$ cat config.mk
export PLATFORM = sky130hd
export DESIGN_NAME = booth_mult_arbiter_flat
export DESIGN_NICKNAME = d
export VERILOG_FILES = /design/src/rtl/booth_mult_arbiter_pkg.sv /design/src/rtl/booth_mult_arbiter_if.sv /design/src/rtl/booth_mult_arbiter_rr_pick.sv /design/src/rtl/booth_mult_arbiter.sv /design/src/flat_wrapper.sv
export SDC_FILE = /design/constraint.sdc
export NUM_CORES = 1
export LEC_CHECK = 0
export BUFFER_PORTS_ARGS = -buffer_cell sky130_fd_sc_hd__buf_2
export CELL_PAD_IN_SITES_DETAIL_PLACEMENT = 1
export CELL_PAD_IN_SITES_GLOBAL_PLACEMENT = 1
export CORE_UTILIZATION = 35
export DETAILED_ROUTE_END_ITERATION = 16
export PLACE_DENSITY = 0.93
export SYNTH_ARGS = -nofsm -noshare
export SYNTH_HDL_FRONTEND = slang
export SYNTH_SLANG_ARGS = --single-unit
$ cat constraint.sdc
create_clock -name clk -period 4.61 [get_ports clk]
set_input_delay 0.461 -clock clk [delete_from_list [all_inputs] [get_ports clk]]
set_output_delay 0.461 -clock clk [all_outputs]
set_load 0.02 [all_outputs]
$ cat src/rtl/booth_mult_arbiter_pkg.sv
// booth_mult_pkg: shared operand/product widths and arbiter state encoding
//   MUL_W  : operand width used by the arbiter and the booth_multiplier
//   PROD_W : product width (2*MUL_W)
//   state_t: arbiter FSM states, 3-bit encoding
package booth_mult_pkg;
   localparam int MUL_W  = 8;
   localparam int PROD_W = 2 * MUL_W;
   typedef enum logic [2:0] {IDLE, ISSUE, WAIT, DONE, ABORT, RECOVER} state_t;
endpackage

$ cat src/rtl/booth_mult_arbiter_if.sv
// booth_mult_arbiter_if: requester-side and multiplier-side signals of the arbiter
//   req/a_in/b_in       : per-requester request and packed operands
//   grant/done/err      : per-requester one-hot grant, done and timeout pulses
//   result/busy         : latched product and activity flag
//   mul_en/mul_a/mul_b  : drive the shared booth_multiplier
//   mul_out/mul_ready   : returned by the booth_multiplier
//   slave = arbiter side, master = clients plus multiplier side
interface booth_mult_arbiter_if
   import booth_mult_pkg::*;
#(
   parameter int N_REQ = 4,
   parameter int W     = MUL_W
);
   logic [N_REQ-1:0]   req, grant, done, err;
   logic [N_REQ*W-1:0] a_in, b_in;
   logic [2*W-1:0]     result, mul_out;
   logic [W-1:0]       mul_a, mul_b;
   logic               busy, mul_en, mul_ready;
   modport slave (
      input  req, a_in, b_in, mul_out, mul_ready,
      output grant, done, err, result, busy, mul_en, mul_a, mul_b
   );
   modport master (
      output req, a_in, b_in, mul_out, mul_ready,
      input  grant, done, err, result, busy, mul_en, mul_a, mul_b
   );
endinterface

$ cat src/rtl/booth_mult_arbiter_rr_pick.sv
// rr_pick: combinational round-robin picker
//   i_req   : request vector
//   i_ptr   : highest-priority index
//   o_grant : one-hot of the first set request at or after i_ptr (wrapping), 0 if none
//   o_idx   : index of that request
module rr_pick #(
   parameter int N_REQ = 4
) (
   input  logic [N_REQ-1:0]         i_req,
   input  logic [$clog2(N_REQ)-1:0] i_ptr,
   output logic [N_REQ-1:0]         o_grant,
   output logic [$clog2(N_REQ)-1:0] o_idx
);
   localparam int IW = $clog2(N_REQ);
   // scan from farthest to nearest so the requester closest to i_ptr is written last
   always_comb begin
      o_grant = '0;
      o_idx   = '0;
      for (int k = N_REQ - 1; k >= 0; k--) begin
         if (i_req[(int'(i_ptr) + k) % N_REQ]) begin
            o_grant = N_REQ'(1) << ((int'(i_ptr) + k) % N_REQ);
            o_idx   = IW'((int'(i_ptr) + k) % N_REQ);
         end
      end
   end
endmodule

$ cat src/rtl/booth_mult_arbiter.sv
// booth_mult_arbiter: shares one booth_multiplier between N_REQ requesters, round-robin
//   clk, reset : system clock, synchronous active-high reset
//   bus        : booth_mult_arbiter_if.slave (requester and multiplier signals)
module booth_mult_arbiter
   import booth_mult_pkg::*;
#(
   parameter int N_REQ   = 4,
   parameter int W       = MUL_W,
   parameter int TIMEOUT = 32
) (
   input logic                 clk,
   input logic                 reset,
   booth_mult_arbiter_if.slave bus
);
   localparam int IW = $clog2(N_REQ);
   localparam int CW = $clog2(TIMEOUT + 1);
   state_t           r_state, w_next;
   logic [IW-1:0]    r_ptr, r_idx, w_idx;
   logic [N_REQ-1:0] w_pick, r_grant, r_done, r_err;
   logic [CW-1:0]    r_cnt;
   logic [W-1:0]     r_a, r_b;
   logic [2*W-1:0]   r_result;
   logic             r_en, w_timeout;
   rr_pick #(.N_REQ(N_REQ)) u_pick (
      .i_req  (bus.req),
      .i_ptr  (r_ptr),
      .o_grant(w_pick),
      .o_idx  (w_idx)
   );
   assign w_timeout  = r_cnt == CW'(TIMEOUT - 1);
   assign bus.grant  = r_grant;
   assign bus.done   = r_done;
   assign bus.err    = r_err;
   assign bus.result = r_result;
   assign bus.busy   = r_state != IDLE;
   assign bus.mul_en = r_en;
   assign bus.mul_a  = r_a;
   assign bus.mul_b  = r_b;
   always_ff @(posedge clk) r_state <= reset ? IDLE : w_next;
   // ready is only looked at in WAIT and beats a coinciding timeout
   always_comb begin
      w_next = r_state;
      case (r_state)
         IDLE:        w_next = |bus.req ? ISSUE : IDLE;
         ISSUE:       w_next = WAIT;
         WAIT:        w_next = bus.mul_ready ? DONE : w_timeout ? ABORT : WAIT;
         DONE, ABORT: w_next = RECOVER;
         default:     w_next = IDLE;
      endcase
   end
   // outputs are registered from the current state, so en is low in RECOVER
   // and done/err pulse in the cycle after DONE/ABORT
   always_ff @(posedge clk) begin
      if (reset) begin
         r_ptr    <= '0;
         r_idx    <= '0;
         r_grant  <= '0;
         r_done   <= '0;
         r_err    <= '0;
         r_cnt    <= '0;
         r_a      <= '0;
         r_b      <= '0;
         r_result <= '0;
         r_en     <= 1'b0;
      end else begin
         r_en   <= r_state == ISSUE || r_state == WAIT;
         r_done <= (r_state == DONE && bus.req[r_idx]) ? r_grant : '0;
         r_err  <= (r_state == ABORT && bus.req[r_idx]) ? r_grant : '0;
         if (r_state == IDLE && |bus.req) begin
            r_idx   <= w_idx;
            r_grant <= w_pick;
            r_a     <= bus.a_in[int'(w_idx)*W +: W];
            r_b     <= bus.b_in[int'(w_idx)*W +: W];
            r_cnt   <= '0;
         end
         if (r_state == WAIT) r_cnt <= r_cnt + CW'(1);
         if (r_state == WAIT && bus.mul_ready) r_result <= bus.mul_out;
         if (r_state == DONE || r_state == ABORT) r_grant <= '0;
         if (r_state == RECOVER) r_ptr <= r_idx == IW'(N_REQ - 1) ? '0 : r_idx + IW'(1);
      end
   end
endmodule

$ cat src/flat_wrapper.sv
// flat-port wrapper written by rule: the top's interface ports become plain ports
module booth_mult_arbiter_flat import booth_mult_pkg::*;
#(
   parameter int N_REQ   = 4,
   parameter int W       = MUL_W,
   parameter int TIMEOUT = 32
)
  (clk, reset, bus_req, bus_a_in, bus_b_in, bus_mul_out, bus_mul_ready, bus_grant, bus_done, bus_err, bus_result, bus_busy, bus_mul_en, bus_mul_a, bus_mul_b);
  booth_mult_arbiter_if #(.N_REQ(N_REQ), .W(W)) bus_i ();
  input logic clk;
  input logic reset;
  input wire logic [$bits(bus_i.req)-1:0] bus_req;
  input wire logic [$bits(bus_i.a_in)-1:0] bus_a_in;
  input wire logic [$bits(bus_i.b_in)-1:0] bus_b_in;
  input wire logic [$bits(bus_i.mul_out)-1:0] bus_mul_out;
  input wire logic [$bits(bus_i.mul_ready)-1:0] bus_mul_ready;
  output wire logic [$bits(bus_i.grant)-1:0] bus_grant;
  output wire logic [$bits(bus_i.done)-1:0] bus_done;
  output wire logic [$bits(bus_i.err)-1:0] bus_err;
  output wire logic [$bits(bus_i.result)-1:0] bus_result;
  output wire logic [$bits(bus_i.busy)-1:0] bus_busy;
  output wire logic [$bits(bus_i.mul_en)-1:0] bus_mul_en;
  output wire logic [$bits(bus_i.mul_a)-1:0] bus_mul_a;
  output wire logic [$bits(bus_i.mul_b)-1:0] bus_mul_b;
  assign bus_i.req = bus_req;
  assign bus_i.a_in = bus_a_in;
  assign bus_i.b_in = bus_b_in;
  assign bus_i.mul_out = bus_mul_out;
  assign bus_i.mul_ready = bus_mul_ready;
  assign bus_grant = bus_i.grant;
  assign bus_done = bus_i.done;
  assign bus_err = bus_i.err;
  assign bus_result = bus_i.result;
  assign bus_busy = bus_i.busy;
  assign bus_mul_en = bus_i.mul_en;
  assign bus_mul_a = bus_i.mul_a;
  assign bus_mul_b = bus_i.mul_b;
  booth_mult_arbiter #(.N_REQ(N_REQ), .W(W), .TIMEOUT(TIMEOUT)) u_core (.clk(clk), .reset(reset), .bus(bus_i));
endmodule
==> Yosys cells after proc, flatten, opt, wreduce, memory -nomap -nowiden <==
Cells that the tools add are included.
{ "totals": {"mem_count": 0, "reg_bits": 58, "latchBits": 0, "in_bits": 87, "mem_bits_rw": 0, "rom_bits": 0} }
{ "op_classes": {"n_div": 0, "n_bitwise": 5, "reduce_logical": 17, "n_lt_le_gt_ge": 5, "shifts": 6, "eq_ne": 7, "n_mul": 0, "n_mux": 28, "n_addsub": 5} }
{ "ops": {"columns": ["op", "count"], "rows": [
  ["1-bit by 32-bit << shifter with 4-bit output, first input constant", 3],
  ["32-bit by 6-bit indexed part select with 8-bit output", 2],
  ["4-bit 2-to-1 mux", 4],
  ["2-bit OR reduction", 7],
  ["3-bit by 4-bit < comparator with 1-bit output, second input constant", 3],
  ["6-bit 2-to-1 mux", 2],
  ["3-bit case mux with 4 select lines", 1],
  ["1-bit binary-select mux with 2-bit select", 5],
  ["2-bit 2-to-1 mux", 5],
  ["1-bit 2-to-1 mux", 9],
  ["6-bit by 1-bit adder with 6-bit output, second input constant", 1],
  ["3-bit by 2-bit == test with 1-bit output, second input constant", 2],
  ["3-bit == test, second input constant", 2],
  ["6-bit by 5-bit == test with 1-bit output, second input constant", 1],
  ["2-bit by 3-bit < comparator with 1-bit output, second input constant", 2],
  ["3-bit 2-to-1 mux", 2],
  ["2-bit by 1-bit adder with 2-bit output, second input constant", 2],
  ["2-bit adder, second input constant", 2],
  ["1-bit logical AND", 4],
  ["4-bit OR reduction", 1],
  ["1-bit by 2-bit << shifter with 4-bit output, first input constant", 1],
  ["1-bit AND, first input constant", 3],
  ["3-bit by 1-bit == test with 1-bit output, second input constant", 1],
  ["3-bit zero test", 1],
  ["5 further kinds", 7]
]} }

==> Logic depth before layout (Yosys ltp) <==
Gate-level depths: netlist of the first run.
{ "depth": {"ltp_word": 11, "depth_mapped": 11} }

==> Modules after synthesis <==
A second synthesis of the first run with hierarchy kept.
{ "hier_totals": {"hier_cells": 339, "area_unflattened_um2": 3109.2} }
{ "by_module_without_submodules": {"columns": ["mod", "area_each_um2", "cells_per_inst", "n_inst"], "rows": [
  ["booth_mult_arbiter", 2618.8, 279, 1],
  ["rr_pick", 490.5, 60, 1]
]} }

==> Least setup slack after synthesis of the first run <==
Ideal clock, no wire load.
{ "synth_path": {"path_kind": "reg2reg", "from": "register u_core.r_ptr[0]", "to": "register u_core.r_a[6], in the netlist u_core.bus.mul_a[6]", "setup_ns": 0.122, "stages_incl_launch_ff": 12, "path_slack_ns": 1.351, "arrival_ns": 3.137, "period_less_slack_ns": 3.259, "n_path_buf": 3, "path_cell_list": "dfxtp_1 buf_2 clkinv_1 ha_1 mux4_2 nor2b_4 or4_1 buf_2 nand2_4 buf_6 mux2_4 a221o_1"} }
{ "synth_between": {"elab_chain_cells": 9} }
{ "synth_rtl": {"columns": ["element", "line_no", "rtl"], "rows": [
  ["from (decl)", "booth_mult_arbiter.sv:18", "logic [IW-1:0] r_ptr, r_idx, w_idx;"],
  ["from (signal assigned)", "booth_mult_arbiter.sv:79", "if (r_state == RECOVER) r_ptr <= r_idx == IW'(N_REQ - 1) ? '0 : r_idx + IW'(1);"],
  ["2-bit adder", "booth_mult_arbiter_rr_pick.sv:20, booth_mult_arbiter_rr_pick.sv:22", null],
  ["1-bit binary-select mux with 2-bit select", "booth_mult_arbiter_rr_pick.sv:20", "if (i_req[(int'(i_ptr) + k) % N_REQ]) begin"],
  ["1-bit 2-to-1 mux (not written as such) (2 in a row)", "booth_mult_arbiter_rr_pick.sv:20", null],
  ["2-bit 2-to-1 mux (3 in a row)", "booth_mult_arbiter_rr_pick.sv:20", null],
  ["2-bit 2-to-1 mux (*)", "booth_mult_arbiter_rr_pick.sv:20", null],
  ["32-bit by 6-bit indexed part select with 8-bit output (*)", "booth_mult_arbiter.sv:72", "r_a <= bus.a_in[int'(w_idx)*W +: W];"],
  ["to (signal assigned)", "booth_mult_arbiter.sv:72", null],
  ["to (decl)", "booth_mult_arbiter.sv:21", "logic [W-1:0] r_a, r_b;"]
]} }
Every way passes the cells marked *; elsewhere a longest branch is shown, timed or not. The select of a mux whose other input is x is not followed.
A chain may end at the register's enable or synchronous reset.

==> Worst setup path after layout of the first run <==
{ "layout_path": {"from": "register u_core.r_ptr[0]", "to": "register u_core.r_b[1], in the netlist u_core.bus.mul_b[1]"} }
{ "layout_between": {"elab_chain_cells": 9} }
{ "layout_rtl": {"columns": ["element", "line_no", "rtl"], "rows": [
  ["2-bit adder", "booth_mult_arbiter_rr_pick.sv:20, booth_mult_arbiter_rr_pick.sv:22", null],
  ["1-bit binary-select mux with 2-bit select", "booth_mult_arbiter_rr_pick.sv:20", null],
  ["1-bit 2-to-1 mux (not written as such) (2 in a row)", "booth_mult_arbiter_rr_pick.sv:20", null],
  ["2-bit 2-to-1 mux (3 in a row)", "booth_mult_arbiter_rr_pick.sv:20", null],
  ["2-bit 2-to-1 mux (*)", "booth_mult_arbiter_rr_pick.sv:20", null],
  ["32-bit by 6-bit indexed part select with 8-bit output (*)", "booth_mult_arbiter.sv:73", "r_b <= bus.b_in[int'(w_idx)*W +: W];"],
  ["to (signal assigned)", "booth_mult_arbiter.sv:73", null],
  ["to (decl)", "booth_mult_arbiter.sv:21", null]
]} }
Marks and branches as above.

==> impl_table.tex, run 1 <==
\begin{tabular}{lr}
\hline
Metric & Value \\
\hline
\multicolumn{2}{l}{\textbf{Min path}} \\
\quad Hold Crit Endpoint & u\_core.bus.result[5] \\
\quad Class of the worst hold path & in2reg \\
\quad Start point of the worst min-delay path & bus\_mul\_out[5] \\
\quad Cell depth of the worst min-delay path & 3 \\
\multicolumn{2}{l}{\textbf{Cells and area}} \\
\quad Fill cells & 1135 \\
\quad Fraction of final layout cells with drive strength greater than 1 & 0.341 \\
\quad Most frequent standard cell in the layout excluding fill and tap cells & sky130\_fd\_sc\_hd\_\_buf\_2 \\
\quad Final standard cell area without fillers & 0.00422 mm² \\
\quad Final cell utilization of the core & 0.459 \\
\quad Nets@finish & 608 \\
\quad Relative area change from synthesis to final layout & 27.4\% \\
\quad Number of antenna cells inserted & 0 \\
\quad Leading cell types in the layout, fill and taps excluded & sky130\_fd\_sc\_hd\_\_buf\_2, sky130\_fd\_sc\_hd\_\_dfxtp\_1, sky130\_fd\_sc\_hd\_\_nand2\_1, sky130\_fd\_sc\_hd\_\_a21oi\_1 \\
\multicolumn{2}{l}{\textbf{Global route}} \\
\quad Antenna violations before repair & 0 \\
\quad Via count of the first global-routing pass & 3651 \\
\quad Global-route wire length before repair & 18300 µm \\
\quad GRT overflow & 0 \\
\quad Largest net degree at the start of global routing & 38 \\
\quad All-layer global routing usage & 0.234 \\
\multicolumn{2}{l}{\textbf{Worst setup path}} \\
\quad Delay of the slowest critical-path stage & 0.67 ns \\
\quad Startpoint of the worst register-to-register path & u\_core.r\_ptr[0] \\
\quad List of cells traversed by the critical path & buf\_4 > clkinv\_1 > ha\_1 > mux4\_2 > nor2b\_4 > or4\_1 > nand2\_4 > mux2\_4 > a221o\_1 \\
\quad Worst-path maximum fanout & 26 \\
\quad Data required time of the critical path & 4.85 ns \\
\quad Register-to-register setup slack & 0.44 ns \\
\quad Data arrival time of the critical path & 4.41 ns \\
\quad Kind of critical path & reg2reg \\
\quad Setup crit start kind & register \\
\quad Worst Setup End Kind & register \\
\quad Critical-path top delay cell & sky130\_fd\_sc\_hd\_\_mux4\_2 \\
\quad Worst reg2reg endpoint & u\_core.bus.mul\_b[1] \\
\quad Number of cells on the worst reg-to-reg path & 9 \\
\multicolumn{2}{l}{\textbf{Place}} \\
\quad DP HPWL & 8170 µm \\
\quad Final weighted congestion in routability-driven placement & 0.822 \\
\quad Number of I/O port buffers & 132 \\
\quad Area post-placement & 0.00397 mm² \\
\multicolumn{2}{l}{\textbf{Route}} \\
\quad DRC violation count after routing & 0 \\
\quad Post-DR wirelength/cell & 18.7 µm \\
\quad Count of nets left with antenna violations after detail routing & 0 \\
\quad Starting DRT DRC Count & 257 \\
\quad Detailed Routing Iterations Pass 1 & 4 \\
\quad Detailed-route wire length & 11700 µm \\
\quad Total via count in the routed design & 3563 \\
\quad Via count normalized by instance count & 5.68 \\
\multicolumn{2}{l}{\textbf{Clock network}} \\
\quad Number of buffers created by CTS & 9 \\
\quad CTS clock-pin slew for the worst setup and hold paths & 0.08 ns \\
\quad Clock net sink count & 58 \\
\quad TritonCTS clock tree & done \\
\quad Total number of H-tree levels & 3 \\
\quad Setup bufs post-CTS & 0 \\
\quad \# resized after CTS & 0 \\
\quad CTS Root Buffer Type & sky130\_fd\_sc\_hd\_\_clkbuf\_8 \\
\quad Clk\_lat worst skew & 0.35 ns \\
\quad Buffer levels on the longest clock path & 2 \\
\quad Number of hold buffers added after CTS & 0 \\
\multicolumn{2}{l}{\textbf{Timing}} \\
\quad Pin slew with the least headroom to its limit & 1.21 ns \\
\quad Final setup TNS & 0 ns \\
\quad Achievable frequency & 240 MHz \\
\quad Minimum clock period & 4.17 ns \\
\quad Setup violators final & 0 \\
\quad Final number of hold-violating endpoints & 0 \\
\quad Slew margin rel. & 0.189 \\
\quad RSZ-0062 raised after global routing & no \\
\quad Post-route clock skew & 0.0161 ns \\
\quad Final-report max-slew violation count & 0 \\
\quad Final period utilization & 0.905 \\
\multicolumn{2}{l}{\textbf{Synth}} \\
\quad Post-synthesis sequential element count & 58 \\
\quad Post-synthesis instance area & 0.00331 mm² \\
\quad Flip-flop cell with the highest count after synthesis & sky130\_fd\_sc\_hd\_\_dfxtp\_1 \\
\quad FFs w/ async S/R, synth & 0 \\
\quad Average footprint of a synthesized cell & 8.36 µm² \\
\quad Post-Syn Nets & 493 \\
\quad Count of flip-flops with a built-in enable after synthesis & 0 \\
\quad Number of distinct library cells after synthesis & 46 \\
\quad Sequential area share after synthesis & 0.351 \\
\quad Synth Instances & 396 \\
\quad Synth warn & 0 \\
\multicolumn{2}{l}{\textbf{Power and ir drop}} \\
\quad Total leakage power & 1.90 nW \\
\quad IR drop worst, VDD & 173 µV \\
\quad Power density over the cells & 449 mW/mm² \\
\multicolumn{2}{l}{\textbf{Run}} \\
\quad Number of maximum-capacitance constraint violations & 0 \\
\multicolumn{2}{l}{\textbf{Floorplanning}} \\
\quad Die width & 99.3 µm \\
\quad Die area & 0.00985 mm² \\
\quad Number of I/O pins & 133 \\
\quad Row cnt & 35 \\
\quad Vertical die dimension & 99.3 µm \\
\quad Initial Utilization & 0.360 \\
\quad Core ar. & 0.00920 mm² \\
\multicolumn{2}{l}{\textbf{Outcome}} \\
\quad Run status & complete, no violations \\
\hline
\end{tabular}
stage by stage:
step	setup WS [ns]	std cells	power (W)	hold WS [ns]
CTS	0.485	627	0.00189	0.333
finish	0.440	627	0.00189	0.337
global route	0.236	627	0.00198	0.349
floorplan	1.35	396	0.00108	0.438
global placement	0.819	611	0.00125	0.439
detailed placement	0.604	611	0.00128	0.447
routing by layer:
| metal | GRT usage | vias up | part of all wire | wire, µm |
|---|---|---|---|---|
| li1 | - | 1669 | - | - |
| met1 | 0.282 | 1743 | 0.42 | 4900 |
| met2 | 0.415 | 124 | 0.52 | 6070 |
| met3 | 0.0408 | 27 | 0.042 | 496 |
| met4 | 0.0905 | 0 | 0.022 | 255 |
| met5 | 0 | - | 0 | 0 |
Yosys cell counts, types with 5 or more instances:
library cell               instances  area, µm²
sky130_fd_sc_hd__dfxtp_1          58       1160
sky130_fd_sc_hd__a21oi_1          45        225
sky130_fd_sc_hd__nand2_1          45        169
sky130_fd_sc_hd__nor2_1           30        113
sky130_fd_sc_hd__o21ai_0          30        150
sky130_fd_sc_hd__clkbuf_1         19       71.3
sky130_fd_sc_hd__nand3_1          18       90.1
sky130_fd_sc_hd__a221o_1          17        170
sky130_fd_sc_hd__and2_1           10       62.6
sky130_fd_sc_hd__ha_1             10        125
sky130_fd_sc_hd__nor3_1           10       50.1
sky130_fd_sc_hd__inv_1             7       26.3
sky130_fd_sc_hd__mux2_2            7       78.8
sky130_fd_sc_hd__mux2_4            7        105
sky130_fd_sc_hd__and3_1            6       37.5
sky130_fd_sc_hd__mux2i_1           6       60.1
sky130_fd_sc_hd__nand2b_1          6       37.5
sky130_fd_sc_hd__a22oi_1           5       37.5
sky130_fd_sc_hd__buf_2             5       25.0
sky130_fd_sc_hd__buf_6             5       56.3
sky130_fd_sc_hd__o22ai_1           5       31.3
flip-flops by register name (all words and copies together) (netlist names):
signal	cells
u_core.bus.done	4
u_core.bus.err	4
u_core.bus.grant	4
u_core.bus.mul_a	8
u_core.bus.mul_b	8
u_core.bus.mul_en	1
u_core.bus.result	16
u_core.r_cnt	6
u_core.r_idx	2
u_core.r_ptr	2
u_core.r_state	3
area by class of cell:
type	count	area [µm²]	share of cell area
well taps	111	139	0.0329
repair buffers	134	676	0.160
multi-input cells	300	1960	0.465
flip-flops and latches	58	1160	0.275
clock buffers	9	124	0.0294
clock inverters	7	125	0.0297
inverters	8	30.0	0.00712
worst max-delay path by stage:
stage	start	endpoint	cells past startpoint
detailed placement	u_core.r_ptr[0]	u_core.bus.mul_b[4]	9
finish	u_core.r_ptr[0]	u_core.bus.mul_b[1]	9
global route	u_core.r_ptr[0]	u_core.bus.mul_b[1]	9
floorplan	u_core.r_ptr[0]	u_core.bus.mul_a[6]	11
CTS	u_core.r_ptr[0]	u_core.bus.mul_b[1]	9
global placement	u_core.r_ptr[0]	u_core.bus.mul_a[6]	9
report_power, final:
| group | internal [W] | switching, W | total [W] |
|---|---|---|---|
| clock network | 0.000364 | 0.000236 | 0.000600 |
| logic | 0.000230 | 0.000404 | 0.000634 |
| registers | 0.000588 | 0.0000712 | 0.000659 |
worst max-delay path, delay by kind of cell (launching register included):
family	cells	cell delay [ns]
fa+ha+maj	1	0.55
buf+inv	2	0.71
mux	2	1.05
compound gates	1	0.30
simple gates	3	1.12
flops	1	0.33
cells by family after synthesis:
group / Yosys count / synth area share
mux: 24 / 0.101
flops: 58 / 0.351
xor+xnor: 1 / 0.00265
buf+inv: 38 / 0.0563
simple gates: 142 / 0.208
compound gates: 123 / 0.243
fa+ha+maj: 10 / 0.0378
Note: power is estimated with default switching activity, not from simulation.
==> run 2: changes to the inputs <==
clock period = 4.4 ns   (was 4.61 ns; I/O delays follow)
==> impl_table.tex, run 2 (same netlist as run 1, synthesis figures left out) <==
\begin{tabular}{lr}
\hline
Metric & Value \\
\hline
\multicolumn{2}{l}{\textbf{Outcome}} \\
\quad Run status & complete, no violations \\
\multicolumn{2}{l}{\textbf{Clock network}} \\
\quad Clk\_lat worst skew & 0.34 ns \\
\quad Number of hold buffers added after CTS & 0 \\
\quad TritonCTS clock tree & done \\
\quad Setup bufs post-CTS & 0 \\
\quad \# resized after CTS & 0 \\
\quad CTS clock-pin slew for the worst setup and hold paths & 0.08 ns \\
\quad Number of buffers created by CTS & 9 \\
\quad Buffer levels on the longest clock path & 2 \\
\quad Clock net sink count & 58 \\
\quad CTS Root Buffer Type & sky130\_fd\_sc\_hd\_\_clkbuf\_8 \\
\quad Total number of H-tree levels & 3 \\
\multicolumn{2}{l}{\textbf{Place}} \\
\quad Number of instances in the placed design & 612 \\
\quad Area post-placement & 0.00398 mm² \\
\quad Final weighted congestion in routability-driven placement & 0.827 \\
\quad Number of I/O port buffers & 132 \\
\quad DP HPWL & 8210 µm \\
\multicolumn{2}{l}{\textbf{Worst setup path}} \\
\quad Setup crit start kind & register \\
\quad Data arrival time of the critical path & 4.03 ns \\
\quad Startpoint of the worst register-to-register path & u\_core.r\_ptr[1] \\
\quad Worst Setup End Kind & register \\
\quad Number of cells on the worst reg-to-reg path & 8 \\
\quad Worst reg2reg endpoint & u\_core.bus.mul\_b[1] \\
\quad Register-to-register setup slack & 0.60 ns \\
\quad Critical-path top delay cell & sky130\_fd\_sc\_hd\_\_mux4\_2 \\
\quad Data required time of the critical path & 4.63 ns \\
\quad Kind of critical path & reg2reg \\
\quad Delay of the slowest critical-path stage & 0.65 ns \\
\quad Worst-path maximum fanout & 16 \\
\quad End of the critical path & u\_core.bus.mul\_b[1] \\
\quad Critical path origin & u\_core.r\_ptr[1] \\
\quad List of cells traversed by the critical path & inv\_1 > ha\_1 > mux4\_2 > nor2b\_4 > or4\_1 > nand2\_4 > mux2\_4 > a221o\_1 \\
\multicolumn{2}{l}{\textbf{Power and ir drop}} \\
\quad Power density over the cells & 433 mW/mm² \\
\quad Share of total power in the clock network & 0.248 \\
\quad Sw frac & 0.398 \\
\quad Cell-internal power & 0.00108 W \\
\quad IR drop worst, VDD & 139 µV \\
\quad Combinational fraction of design power & 0.367 \\
\quad Total leakage power & 1.87 nW \\
\quad Switching pwr & 0.000716 W \\
\quad Register share of total power & 0.384 \\
\multicolumn{2}{l}{\textbf{Floorplanning}} \\
\quad Die area & 0.00985 mm² \\
\quad Core ar. & 0.00920 mm² \\
\quad Number of I/O pins & 133 \\
\quad Initial Utilization & 0.360 \\
\quad Row cnt & 35 \\
\quad Vertical die dimension & 99.3 µm \\
\quad Die width & 99.3 µm \\
\multicolumn{2}{l}{\textbf{Route}} \\
\quad Post-DR wirelength/cell & 17.7 µm \\
\quad Starting DRT DRC Count & 154 \\
\quad Via count normalized by instance count & 5.63 \\
\quad Count of nets left with antenna violations after detail routing & 0 \\
\quad Total via count in the routed design & 3533 \\
\quad Detailed-route wire length & 11100 µm \\
\quad Detailed Routing Iterations Pass 1 & 4 \\
\quad DRC violation count after routing & 0 \\
\multicolumn{2}{l}{\textbf{Global route}} \\
\quad GRT overflow & 0 \\
\quad Antenna violations before repair & 0 \\
\quad Largest net degree at the start of global routing & 38 \\
\quad All-layer global routing usage & 0.221 \\
\quad Global-route wire length before repair & 17100 µm \\
\quad Via count of the first global-routing pass & 3496 \\
\multicolumn{2}{l}{\textbf{Timing}} \\
\quad RSZ-0062 raised after global routing & no \\
\quad Post-route clock skew & 0.00957 ns \\
\quad Final hold slack & 0.329 ns \\
\quad Slew margin rel. & 0.298 \\
\quad Final period utilization & 0.864 \\
\quad Final number of hold-violating endpoints & 0 \\
\quad Pin slew with the least headroom to its limit & 1.05 ns \\
\quad Final setup TNS & 0 ns \\
\quad Final-report max-slew violation count & 0 \\
\quad Minimum clock period & 3.80 ns \\
\quad Setup violators final & 0 \\
\quad Achievable frequency & 263 MHz \\
\multicolumn{2}{l}{\textbf{Cells and area}} \\
\quad Number of antenna cells inserted & 0 \\
\quad Relative area change from synthesis to final layout & 25.5\% \\
\quad Most frequent standard cell in the layout excluding fill and tap cells & sky130\_fd\_sc\_hd\_\_buf\_2 \\
\quad Fraction of final layout cells with drive strength greater than 1 & 0.342 \\
\quad Filler-free cell count of the finished design & 628 \\
\quad Nets@finish & 609 \\
\quad Leading cell types in the layout, fill and taps excluded & sky130\_fd\_sc\_hd\_\_buf\_2, sky130\_fd\_sc\_hd\_\_dfxtp\_1, sky130\_fd\_sc\_hd\_\_nand2\_1, sky130\_fd\_sc\_hd\_\_a21oi\_1 \\
\quad Final standard cell area without fillers & 0.00416 mm² \\
\quad Number of flip-flops under the largest register name & 16 \\
\quad Fill cells & 1161 \\
\multicolumn{2}{l}{\textbf{Min path}} \\
\quad Class of the worst hold path & in2reg \\
\multicolumn{2}{l}{\textbf{Run}} \\
\quad Number of maximum-capacitance constraint violations & 0 \\
\hline
\end{tabular}
## run 2: per-layer routing
layer | vias to the layer above | global-route usage | share of wire
met2 | 107 | 0.377 | 0.51
met4 | 0 | 0.106 | 0.031
met3 | 28 | 0.0450 | 0.043
met1 | 1727 | 0.267 | 0.42
li1 | 1671 | - | -
met5 | - | 0 | 0
## run 2: worst max-delay path: cells and delay by family (launching register included)
| family | cells | cell delay (ns) |
|---|---|---|
| simple gates | 3 | 1.08 |
| mux | 2 | 1.02 |
| flops | 1 | 0.59 |
| fa+ha+maj | 1 | 0.44 |
| compound gates | 1 | 0.31 |
| buf+inv | 1 | 0.25 |
## run 2: final cells by class
class / count / area [µm²] / share of cell area
tap: 111 / 139 / 0.0334
timing repair buffer: 135 / 683 / 0.164
sequential: 58 / 1160 / 0.279
clock inverter: 6 / 41.3 / 0.00994
inverter: 8 / 30.0 / 0.00723
clock buffer: 10 / 138 / 0.0331
multi-input combinational: 300 / 1960 / 0.472
## run 2: power groups by stage
stage | Combinational, W | Clock [W] | Sequential [W]
3_5_place_dp | 0.000652 | 0 | 0.000698
3_3_place_gp | 0.000624 | 0 | 0.000691
4_1_cts | 0.000660 | 0.000456 | 0.000689
2_1_floorplan | 0.000364 | 0 | 0.000766
6_report | 0.000661 | 0.000447 | 0.000691
5_1_grt | 0.000720 | 0.000480 | 0.000702
## run 2: worst min path at each step
stage,start,endpoint,cells after the start
floorplan,u_core.r_cnt[5],u_core.r_cnt[5],1
finish,bus_mul_out[7],u_core.bus.result[7],3
detailed placement,u_core.bus.result[6],u_core.bus.result[6],2
global route,bus_mul_out[12],u_core.bus.result[12],3
global placement,u_core.bus.result[7],u_core.bus.result[7],2
CTS,bus_mul_out[7],u_core.bus.result[7],3
## run 2: through the flow
stage                     setup WS [ns]  power, W  utilization
after floorplan                    1.14   0.00113            -
after global placement            0.859   0.00132        0.432
after detailed placement          0.640   0.00135        0.432
after CTS                         0.628   0.00180        0.452
after global routing              0.356   0.00190        0.452
final                             0.597   0.00180        0.452
==> run 3: changes to the inputs <==
ABC_AREA = 1   (was default)
CORE_UTILIZATION = 34   (was 35)
==> impl_table.tex, run 3 <==
\begin{tabular}{lr}
\hline
Metric & Value \\
\hline
\multicolumn{2}{l}{\textbf{Cells and area}} \\
\quad Number of flip-flops under the largest register name & 16 \\
\quad Relative area change from synthesis to final layout & 23.1\% \\
\quad Reg area & 0.00116 mm² \\
\quad Final standard cell area without fillers & 0.00431 mm² \\
\quad Number of antenna cells inserted & 0 \\
\quad Fill cells & 1354 \\
\quad Most frequent standard cell in the layout excluding fill and tap cells & sky130\_fd\_sc\_hd\_\_buf\_2 \\
\quad Leading cell types in the layout, fill and taps excluded & sky130\_fd\_sc\_hd\_\_buf\_2, sky130\_fd\_sc\_hd\_\_nand2\_1, sky130\_fd\_sc\_hd\_\_inv\_1 \\
\quad Nets@finish & 735 \\
\quad Fraction of final layout cells with drive strength greater than 1 & 0.302 \\
\quad Total area of multi-input combinational cells & 0.00180 mm² \\
\multicolumn{2}{l}{\textbf{Worst setup path}} \\
\quad Worst Setup End Kind & register \\
\quad Setup crit start kind & register \\
\quad Worst-path maximum fanout & 13 \\
\quad Critical-path top delay cell & sky130\_fd\_sc\_hd\_\_nor2\_1 \\
\quad Data required time of the critical path & 4.70 ns \\
\quad Delay of the slowest critical-path stage & 0.79 ns \\
\quad List of cells traversed by the critical path & inv\_6 > ha\_1 > inv\_1 > nand3\_2 > nand2\_1 > inv\_1 > nand2\_1 > nand2\_2 > nor2\_1 > nand3\_1 > nand3\_1 > nand2\_1 > inv\_1 \\
\quad Data arrival time of the critical path & 3.35 ns \\
\quad Kind of critical path & reg2reg \\
\multicolumn{2}{l}{\textbf{Synth}} \\
\quad Sequential area share after synthesis & 0.332 \\
\quad Post-synthesis sequential element count & 58 \\
\quad Flip-flop cell with the highest count after synthesis & sky130\_fd\_sc\_hd\_\_dfxtp\_1 \\
\quad Average footprint of a synthesized cell & 6.79 µm² \\
\quad Most used standard cells in the synthesized netlist & sky130\_fd\_sc\_hd\_\_nand2\_1, sky130\_fd\_sc\_hd\_\_inv\_1, sky130\_fd\_sc\_hd\_\_nor2\_1 \\
\quad Synth Instances & 516 \\
\quad Share of Yosys cell area claimed by the top area cell type & 0.332 \\
\quad Count of flip-flops with a built-in enable after synthesis & 0 \\
\quad Post-synthesis instance area & 0.00350 mm² \\
\quad Post-Syn Nets & 613 \\
\quad FFs w/ async S/R, synth & 0 \\
\quad Cells taking the most area after synthesis & sky130\_fd\_sc\_hd\_\_dfxtp\_1, sky130\_fd\_sc\_hd\_\_nand2\_1, sky130\_fd\_sc\_hd\_\_inv\_1, sky130\_fd\_sc\_hd\_\_nand3\_1, sky130\_fd\_sc\_hd\_\_nor2\_1 \\
\quad Synth warn & 0 \\
\quad Most numerous cell in the Yosys netlist & sky130\_fd\_sc\_hd\_\_nand2\_1 \\
\quad Post-synth top area cell & sky130\_fd\_sc\_hd\_\_dfxtp\_1 \\
\quad Number of distinct library cells after synthesis & 32 \\
\multicolumn{2}{l}{\textbf{Floorplanning}} \\
\quad Vertical die dimension & 103 µm \\
\quad Number of I/O pins & 133 \\
\quad Die width & 103 µm \\
\quad Initial Utilization & 0.355 \\
\quad Row cnt & 36 \\
\quad Die area & 0.0107 mm² \\
\quad Core ar. & 0.00986 mm² \\
\multicolumn{2}{l}{\textbf{Clock network}} \\
\quad Clock net sink count & 58 \\
\quad Total number of H-tree levels & 3 \\
\quad Clk\_lat worst skew & 0.35 ns \\
\quad CTS clock-pin slew for the worst setup and hold paths & 0.08 ns \\
\quad Number of hold buffers added after CTS & 0 \\
\quad Setup bufs post-CTS & 0 \\
\quad TritonCTS clock tree & done \\
\quad \# resized after CTS & 0 \\
\quad Buffer levels on the longest clock path & 2 \\
\quad CTS Root Buffer Type & sky130\_fd\_sc\_hd\_\_clkbuf\_8 \\
\quad Number of buffers created by CTS & 9 \\
\multicolumn{2}{l}{\textbf{Place}} \\
\quad Final weighted congestion in routability-driven placement & 0.883 \\
\quad DP HPWL & 8530 µm \\
\quad Number of I/O port buffers & 132 \\
\quad Area post-placement & 0.00414 mm² \\
\multicolumn{2}{l}{\textbf{Timing}} \\
\quad Final number of hold-violating endpoints & 0 \\
\quad Setup violators final & 0 \\
\quad RSZ-0062 raised after global routing & no \\
\quad Slew margin rel. & 0.317 \\
\quad Achievable frequency & 328 MHz \\
\quad Final-report max-slew violation count & 0 \\
\quad Final period utilization & 0.693 \\
\quad Post-route clock skew & 0.00884 ns \\
\quad Minimum clock period & 3.05 ns \\
\quad Pin slew with the least headroom to its limit & 1.02 ns \\
\quad Final setup TNS & 0 ns \\
\multicolumn{2}{l}{\textbf{Global route}} \\
\quad Via count of the first global-routing pass & 3841 \\
\quad All-layer global routing usage & 0.218 \\
\quad Largest net degree at the start of global routing & 37 \\
\quad Antenna violations before repair & 0 \\
\quad Global-route wire length before repair & 17900 µm \\
\quad GRT overflow & 0 \\
\multicolumn{2}{l}{\textbf{Route}} \\
\quad Total via count in the routed design & 3794 \\
\quad Starting DRT DRC Count & 162 \\
\quad DRC violation count after routing & 0 \\
\quad Via count normalized by instance count & 4.89 \\
\quad Count of nets left with antenna violations after detail routing & 0 \\
\quad Detailed-route wire length & 11300 µm \\
\quad Detailed Routing Iterations Pass 1 & 4 \\
\quad Post-DR wirelength/cell & 14.5 µm \\
\multicolumn{2}{l}{\textbf{Min path}} \\
\quad Class of the worst hold path & in2reg \\
\multicolumn{2}{l}{\textbf{Outcome}} \\
\quad Run status & complete, no violations \\
\multicolumn{2}{l}{\textbf{Power and ir drop}} \\
\quad IR drop worst, VDD & 159 µV \\
\quad Total leakage power & 2.32 nW \\
\quad Power density over the cells & 419 mW/mm² \\
\multicolumn{2}{l}{\textbf{Run}} \\
\quad Number of maximum-capacitance constraint violations & 0 \\
\hline
\end{tabular}
-- run 3: cell count changes after synthesis, moves of 13 or more --
cell / change
sky130_fd_sc_hd__nand3_1: +35
sky130_fd_sc_hd__clkbuf_1: -13
sky130_fd_sc_hd__nand2_1: +53
sky130_fd_sc_hd__inv_1: +77
sky130_fd_sc_hd__nor2_1: +40
sky130_fd_sc_hd__nand3_2: +20
sky130_fd_sc_hd__a21oi_1: -26
sky130_fd_sc_hd__a221o_1: -17
-- run 3: power breakdown --
group          switching, W  total [W]  internal, W
Clock              0.000233   0.000450     0.000217
Combinational      0.000460   0.000681     0.000221
Sequential        0.0000640   0.000675     0.000611
-- run 3: final timing paths --
path	startpoint	end	slack [ns]	cells past startpoint
min	bus_b_in[24]	u_core.bus.mul_b[0]	0.34	3
max	u_core.r_ptr[0]	u_core.bus.mul_b[1]	1.35	13
max reg2reg	u_core.r_ptr[0]	u_core.bus.mul_b[1]	1.35	13
min reg2reg	u_core.bus.grant[0]	u_core.bus.done[0]	0.48	2
-- run 3: metal layers --
metal,wire length [µm],vias to the layer above,track usage
li1,-,1861,-
met2,5790,108,0.405
met1,4780,1802,0.250
met5,0,-,0
met4,248,0,0.0856
met3,459,23,0.0323
-- run 3: cell families (layout without fill, tap and decap cells) --
group | Yosys count | after routing | share of synthesized area
flops | 58 | 58 | 0.332
buf+inv | 113 | 240 | 0.155
simple gates | 270 | 270 | 0.379
fa+ha+maj | 10 | 10 | 0.0357
compound gates | 65 | 65 | 0.0993
-- run 3: worst max-delay path: cells and delay by family (launching register included) --
| family | cells | cell delay, ns |
|---|---|---|
| AND/OR/NAND/NOR | 8 | 1.54 |
| adder cells (fa/ha/maj) | 1 | 0.37 |
| buffers and inverters | 4 | 0.33 |
| flip-flops | 1 | 0.73 |
-- run 3: area by class of cell --
cell class / count / area share
clock inverter: 5 / 0.00696
inverter: 92 / 0.0818
clock buffer: 11 / 0.0328
timing repair buffer: 132 / 0.153
sequential: 58 / 0.269
multi-input combinational: 345 / 0.417
tap: 133 / 0.0386
-- run 3: per-stage QoR --
step                      utilization  setup slack, ns  hold WS, ns  power [W]  instances
after floorplan                     -             2.31        0.454    0.00116        516
after detailed placement        0.420             1.38        0.473    0.00137        760
after CTS                       0.437             1.35        0.323    0.00182        776
final                           0.437             1.35        0.338    0.00181        776
after global placement          0.420             1.56        0.461    0.00133        760
after global routing            0.437             1.12        0.356    0.00192        776
